$ cat src/rtl/rptr_empty_level_if.sv
// +------------------------------------------------------------------+
// | rptr_empty_level_if : read-side FIFO pointer/flag bundle          |
// | Rev 1.0                                                           |
// +------------------------------------------------------------------+
`default_nettype none

interface rptr_empty_level_if #(
  parameter int ADDRSIZE = 7
);
  logic                rd_en;
  logic [ADDRSIZE:0]   rq2_wptr;
  logic                rempty;
  logic                raempty;
  logic [ADDRSIZE-1:0] rd_addr;
  logic [ADDRSIZE:0]   rptr;
  logic [ADDRSIZE:0]   rd_level;
  logic                rd_valid;
  logic                rd_underflow;

  modport slave (
    input  rd_en, rq2_wptr,
    output rempty, raempty, rd_addr, rptr, rd_level, rd_valid, rd_underflow
  );

  modport master (
    output rd_en, rq2_wptr,
    input  rempty, raempty, rd_addr, rptr, rd_level, rd_valid, rd_underflow
  );
endinterface

`default_nettype wire

$ cat src/rtl/rptr_empty_level.sv
// +------------------------------------------------------------------+
// | rptr_empty_level : async-FIFO read pointer, empty/level flags      |
// | Rev 1.0                                                           |
// +------------------------------------------------------------------+
`default_nettype none

module rptr_empty_level #(
  parameter int ADDRSIZE      = 7,
  parameter int AEMPTY_THRESH = 4
) (
  input  logic                  rd_clk,
  input  logic                  rd_rst,
  rptr_empty_level_if.slave     bus
);

  localparam logic [ADDRSIZE:0] c_AEMPTY = (ADDRSIZE+1)'(AEMPTY_THRESH);
  localparam logic [ADDRSIZE:0] c_ONE    = (ADDRSIZE+1)'(1);

  logic [ADDRSIZE:0] rbin_q,  rbin_d;
  logic [ADDRSIZE:0] rptr_q,  rptr_d;
  logic [ADDRSIZE:0] level_q, level_d;
  logic              rempty_q,    rempty_d;
  logic              raempty_q,   raempty_d;
  logic              rd_valid_q,  rd_valid_d;
  logic              underflow_q, underflow_d;
  logic              rd_acc;
  logic [ADDRSIZE:0] wbin_s;

  // Gray-to-binary of the synchronized write pointer: bit i is the XOR of all bits at or above i.
  for (genvar i = 0; i <= ADDRSIZE; i++) begin : g_wbin
    assign wbin_s[i] = ^bus.rq2_wptr[ADDRSIZE:i];
  end

  always_comb begin
    rd_acc      = bus.rd_en & ~rempty_q;
    rbin_d      = rd_acc ? (rbin_q + c_ONE) : rbin_q;
    rptr_d      = (rbin_d >> 1) ^ rbin_d;
    // Flags look at the post-read pointer so the final read raises empty on the same edge.
    rempty_d    = (rptr_d == bus.rq2_wptr);
    level_d     = wbin_s - rbin_d;
    raempty_d   = (level_d <= c_AEMPTY);
    rd_valid_d  = rd_acc;
    underflow_d = underflow_q | (bus.rd_en & rempty_q);
  end

  always_ff @(posedge rd_clk) begin
    if (rd_rst) begin
      rbin_q      <= '0;
      rptr_q      <= '0;
      level_q     <= '0;
      rempty_q    <= 1'b1;
      raempty_q   <= 1'b1;
      rd_valid_q  <= 1'b0;
      underflow_q <= 1'b0;
    end else begin
      rbin_q      <= rbin_d;
      rptr_q      <= rptr_d;
      level_q     <= level_d;
      rempty_q    <= rempty_d;
      raempty_q   <= raempty_d;
      rd_valid_q  <= rd_valid_d;
      underflow_q <= underflow_d;
    end
  end

  assign bus.rd_addr      = rbin_q[ADDRSIZE-1:0];
  assign bus.rptr         = rptr_q;
  assign bus.rd_level     = level_q;
  assign bus.rempty       = rempty_q;
  assign bus.raempty      = raempty_q;
  assign bus.rd_valid     = rd_valid_q;
  assign bus.rd_underflow = underflow_q;

endmodule

`default_nettype wire

$ cat src/flat_wrapper.sv
// flat-port wrapper written by rule: the top's interface ports become plain ports
module rptr_empty_level_flat 
#(
  parameter int ADDRSIZE      = 7,
  parameter int AEMPTY_THRESH = 4
)
  (rd_clk, rd_rst, bus_rd_en, bus_rq2_wptr, bus_rempty, bus_raempty, bus_rd_addr, bus_rptr, bus_rd_level, bus_rd_valid, bus_rd_underflow);
  rptr_empty_level_if #(.ADDRSIZE(ADDRSIZE)) bus_i ();
  input  logic rd_clk;
  input  logic rd_rst;
  input wire logic [$bits(bus_i.rd_en)-1:0] bus_rd_en;
  input wire logic [$bits(bus_i.rq2_wptr)-1:0] bus_rq2_wptr;
  output wire logic [$bits(bus_i.rempty)-1:0] bus_rempty;
  output wire logic [$bits(bus_i.raempty)-1:0] bus_raempty;
  output wire logic [$bits(bus_i.rd_addr)-1:0] bus_rd_addr;
  output wire logic [$bits(bus_i.rptr)-1:0] bus_rptr;
  output wire logic [$bits(bus_i.rd_level)-1:0] bus_rd_level;
  output wire logic [$bits(bus_i.rd_valid)-1:0] bus_rd_valid;
  output wire logic [$bits(bus_i.rd_underflow)-1:0] bus_rd_underflow;
  assign bus_i.rd_en = bus_rd_en;
  assign bus_i.rq2_wptr = bus_rq2_wptr;
  assign bus_rempty = bus_i.rempty;
  assign bus_raempty = bus_i.raempty;
  assign bus_rd_addr = bus_i.rd_addr;
  assign bus_rptr = bus_i.rptr;
  assign bus_rd_level = bus_i.rd_level;
  assign bus_rd_valid = bus_i.rd_valid;
  assign bus_rd_underflow = bus_i.rd_underflow;
  rptr_empty_level #(.ADDRSIZE(ADDRSIZE), .AEMPTY_THRESH(AEMPTY_THRESH)) u_core (.rd_clk(rd_clk), .rd_rst(rd_rst), .bus(bus_i));
endmodule
$ cat config.mk
export PLATFORM = sky130hd
export DESIGN_NAME = rptr_empty_level_flat
export DESIGN_NICKNAME = d
export VERILOG_FILES = /design/src/rtl/rptr_empty_level_if.sv /design/src/rtl/rptr_empty_level.sv /design/src/flat_wrapper.sv
export SDC_FILE = /design/constraint.sdc
export NUM_CORES = 1
export LEC_CHECK = 0
export BUFFER_PORTS_ARGS = -buffer_cell sky130_fd_sc_hd__buf_2
export CAP_MARGIN = 10
export CORE_MARGIN = 1.5
export CORE_UTILIZATION = 55
export CTS_BUF_LIST = sky130_fd_sc_hd__clkbuf_4
export DETAILED_ROUTE_END_ITERATION = 8
export PLACE_DENSITY = 0.79
export SKIP_LAST_GASP = 1
export SYNTH_ARGS = -nofsm -noshare
export SYNTH_HDL_FRONTEND = slang
export SYNTH_SLANG_ARGS = --single-unit
$ cat constraint.sdc
create_clock -name rd_clk -period 4 [get_ports rd_clk]
set_input_delay 0 -clock rd_clk [delete_from_list [all_inputs] [get_ports rd_clk]]
set_output_delay 0 -clock rd_clk [all_outputs]
set_load 0.05 [all_outputs]
==> results.md <==
- **predominant post-synthesis flop cell** sky130_fd_sc_hd__dfxtp_1
- **synthesized area per cell** 9.175 µm²
- **via/cell ratio** 5.462
- **count of distinct cell types in the synthesized netlist** 43
- **first-pass GRT wire length** 5099 µm
- **Final Cell Area** 1778 µm²
- **Final Skew** 0.001386 ns
- **number of CTS-inserted buffers** 3
- **routed wire length per instance** 13.19 µm
- **Fin Setup TNS** 0 ns
- **leading area contributor after synthesis** sky130_fd_sc_hd__dfxtp_1
- **net switching fraction of the power** 40.31%
- **remaining antenna violation count after routing** 0
- **Final setup viols** 0
- **Synth top area share** 35.06%
- **Flop pwr share** 40.2%
- **Clock Latency Late Sink** 0.33 ns
- **DR vias** 1,289
- **Final Hold Violating Endpoints** 0
- **DR DRC count** 0
- **fraction of layout instances using a drive strength above 1** 24.39%
- **VDD IR max** 356.8 µV
- **result of the run** finished clean
- **pin count of the biggest net entering global routing** 27
- **count of buffers inserted at the top-level ports** 37
- **y dimension of the die** 55.94 µm
- **Lkg Pwr** 0.8209 nW
- **DIE AREA** 3129 µm²
- **clock-pin slew on the worst setup and hold paths** 0.14 ns
- **power share of the combinational group** 43.3%
- **share of power burned in the clock network** 16.5%
- **count of flip-flops with a built-in enable after synthesis** 0
- **number of sinks on the clock net** 27
- **Nets** 225
- **Initial Utilization** 56.88%
- **slew margin rel.** 54.65%
- **type of origin of the critical path** primary input
- **final weighted congestion in routability-driven placement** 0.8239
- **buffer cell driving the clock tree root** sky130_fd_sc_hd__clkbuf_4
- **kind of capture point of the worst setup path** flop
- **leading cell type by number of instances after synthesis** sky130_fd_sc_hd__dfxtp_1
- **Switching Power** 0.0003053 W
- **post-CTS setup buffer count** 0
- **sum of routed wire length over all layers** 3113 µm
- **clock tree from TritonCTS** done
- **P per Cell Area** 426.0 nW/µm²
- **Max Cap Viol** 0
- **highest net fanout along the worst path** 7
- **Floorplan Core Area** 2710 µm²
- **largest cells by area after synthesis** sky130_fd_sc_hd__dfxtp_1 35%, sky130_fd_sc_hd__xnor2_1 10%, sky130_fd_sc_hd__xor2_1 6.8%
- **ant diodes** 0
- **number of max-slew violations in the final report** 0
- **DRT iter0 DRCs** 37
- **sum of net half-perimeters after detailed placement** 2373 µm
- **antenna violations before repair** 0
- **Commonest cells post-synth** 27 x sky130_fd_sc_hd__dfxtp_1, 26 x sky130_fd_sc_hd__nor2_1, 18 x sky130_fd_sc_hd__xnor2_1, 12 x sky130_fd_sc_hd__xor2_1, 8 x sky130_fd_sc_hd__inv_1
- **proportion of register bits with asynchronous set or reset after synthesis** 0%
- **Ys Warns** 0
- **net count after synthesis** 187
- **number of flip-flops and latches in the synthesized netlist** 27
- **synthesized cell area** 1541 µm²
- **slew at the pin closest to its max-slew limit** 0.6754 ns
- **Critical Path AT** 3.74 ns
- **ratio of final minimum period to clock period** 87.51%
- **die extent in x** 55.94 µm
- **CTS H-Tree Depth** 1
- **synthesized instance count** 168
- **number of inserted filler cells in the final layout** 236
- **post-place instance area** 1738 µm²
- **number of rows in the core area** 19
- **count of TritonRoute iterations in the first routing pass** 4
- **Crit path required time** 4.23 ns
- **GR Util All Layers** 20.63%
- **via count of the first global-routing pass** 1,161
- **Syn-to-layout area delta** 15.34%
- **global-route congestion overflow total** 0
- **number of instances in the placed design** 231
- **start-to-end type of the worst setup path** in -> reg
- **Cell Int Power** 0.0004520 W
- **post-synthesis sequential area ratio** 35.06%
- **RSZ-0062 raised after global routing** false
- **Max clock buf depth** 2
- **highest attainable clock frequency** 285.7 MHz
- **boundary pin count** 38
- **final std cells w/o fill** 236
- **Tmin final** 3.500 ns
- **worst hold-check path type** in -> reg
==> repair_timing <==
| item | CTS | global route |
|---|---|---|
| gates resized for setup | 0 | 0 |
| setup endpoints to repair | 0 | 0 |
| hold endpoints to repair | 2 | 0 |
| hold buffers | 1 | 0 |
==> cells by family after synthesis <==
family / Yosys count / share of synthesized area, %
AOI/OAI and AO/OA: 29 / 14.37
xor gates and xnor gates: 32 / 20.45
and+or+nand+nor: 59 / 19.40
DFF: 27 / 35.07
adders and majority gates: 8 / 6.980
buffers and inverters: 13 / 3.733
==> state kept, by name, summed over array words and instances (netlist names) <==
| signal | flops |
|---|---|
| u_core.bus.rptr | 8 |
| u_core.bus.rd_underflow | 1 |
| u_core.bus.rd_level | 8 |
| u_core.rbin_q | 7 |
| u_core.bus.rd_valid | 1 |
| u_core.bus.rempty | 1 |
| u_core.bus.raempty | 1 |
==> final timing paths <==
kind | start | endpoint | slack [ns] | cells past startpoint
max | bus_rq2_wptr[7] | u_core.bus.raempty$_SDFF_PP1_ | 0.50 | 16
min | rd_rst | u_core.bus.rd_level[0]$_SDFF_PP0_ | 0.09 | 2
max reg2reg | u_core.rbin_q[0]$_SDFF_PP0_ | u_core.bus.raempty$_SDFF_PP1_ | 0.81 | 11
min reg2reg | u_core.bus.rd_underflow$_SDFF_PP0_ | u_core.bus.rd_underflow$_SDFF_PP0_ | 0.49 | 2
==> area by class of cell <==
type | instances | area [µm²] | area share, %
multi-input cells | 128 | 943.4 | 53.06
flip-flops and latches | 27 | 540.5 | 30.40
repair buffers | 38 | 195.2 | 10.98
well taps | 31 | 38.79 | 2.182
clock buffers | 4 | 30.03 | 1.689
inverters | 8 | 30.03 | 1.689
==> worst max-delay path: stages <==
cell and delay, ns:
sky130_fd_sc_hd__buf_2 0.16, sky130_fd_sc_hd__xor3_2 0.51, sky130_fd_sc_hd__xnor2_4 0.26, sky130_fd_sc_hd__xor2_1 0.23
sky130_fd_sc_hd__xor2_1 0.23, sky130_fd_sc_hd__xor2_1 0.33, sky130_fd_sc_hd__xor2_1 0.12, sky130_fd_sc_hd__ha_1 0.23
sky130_fd_sc_hd__fa_1 0.39, sky130_fd_sc_hd__nor2b_1 0.16, sky130_fd_sc_hd__o21a_1 0.17, sky130_fd_sc_hd__o211ai_1 0.15
sky130_fd_sc_hd__o221ai_1 0.24, sky130_fd_sc_hd__xnor2_1 0.14, sky130_fd_sc_hd__nor2_1 0.07, sky130_fd_sc_hd__a2111oi_2 0.35
==> per-layer routing <==
metal	part of all wire (%)	global-route usage, %	wire length [µm]	up-vias
met2	50	36.05	1557	45
met3	4.8	3.023	148	7
li1	-	-	-	646
met4	1.8	9.524	57	0
met1	43	24.96	1349	591
met5	0	0	0	-
==> stage by stage <==
stage	worst slack [ns]	power, W	hold slack [ns]	util [%]
after floorplan	0.5317	0.0005756	0.1407	-
after global placement	0.3350	0.0006266	0.2874	64.13
after detailed placement	0.1651	0.0006369	0.3054	64.13
after CTS	0.5032	0.0007606	0.07803	65.60
after global routing	0.2299	0.0007987	0.09297	65.60
final	0.4996	0.0007574	0.08561	65.60
==> layout by cell type, fill, tap and decap left out, drive strengths merged, types with 3 or more instances in the layout <==
master and n:
nand3 3, o21ai 4, o31ai 4, nor2b 5
xnor2 19, inv 8, nand4 3, xor2 12
nor3 6, dfxtp 27, nand2 6, ha 7
a21oi 6, buf 37, nor2 26, and2 3
clkbuf 4
==> power groups by stage <==
stage | Sequential [W] | Clock [W] | Combinational, W
2_1_floorplan | 0.000410 | 0 | 0.000165
3_3_place_gp | 0.000310 | 0 | 0.000316
3_5_place_dp | 0.000311 | 0 | 0.000326
4_1_cts | 0.000305 | 0.000128 | 0.000328
5_1_grt | 0.000307 | 0.000139 | 0.000353
6_report | 0.000305 | 0.000125 | 0.000328
Note: power is estimated with default switching activity, not from simulation.
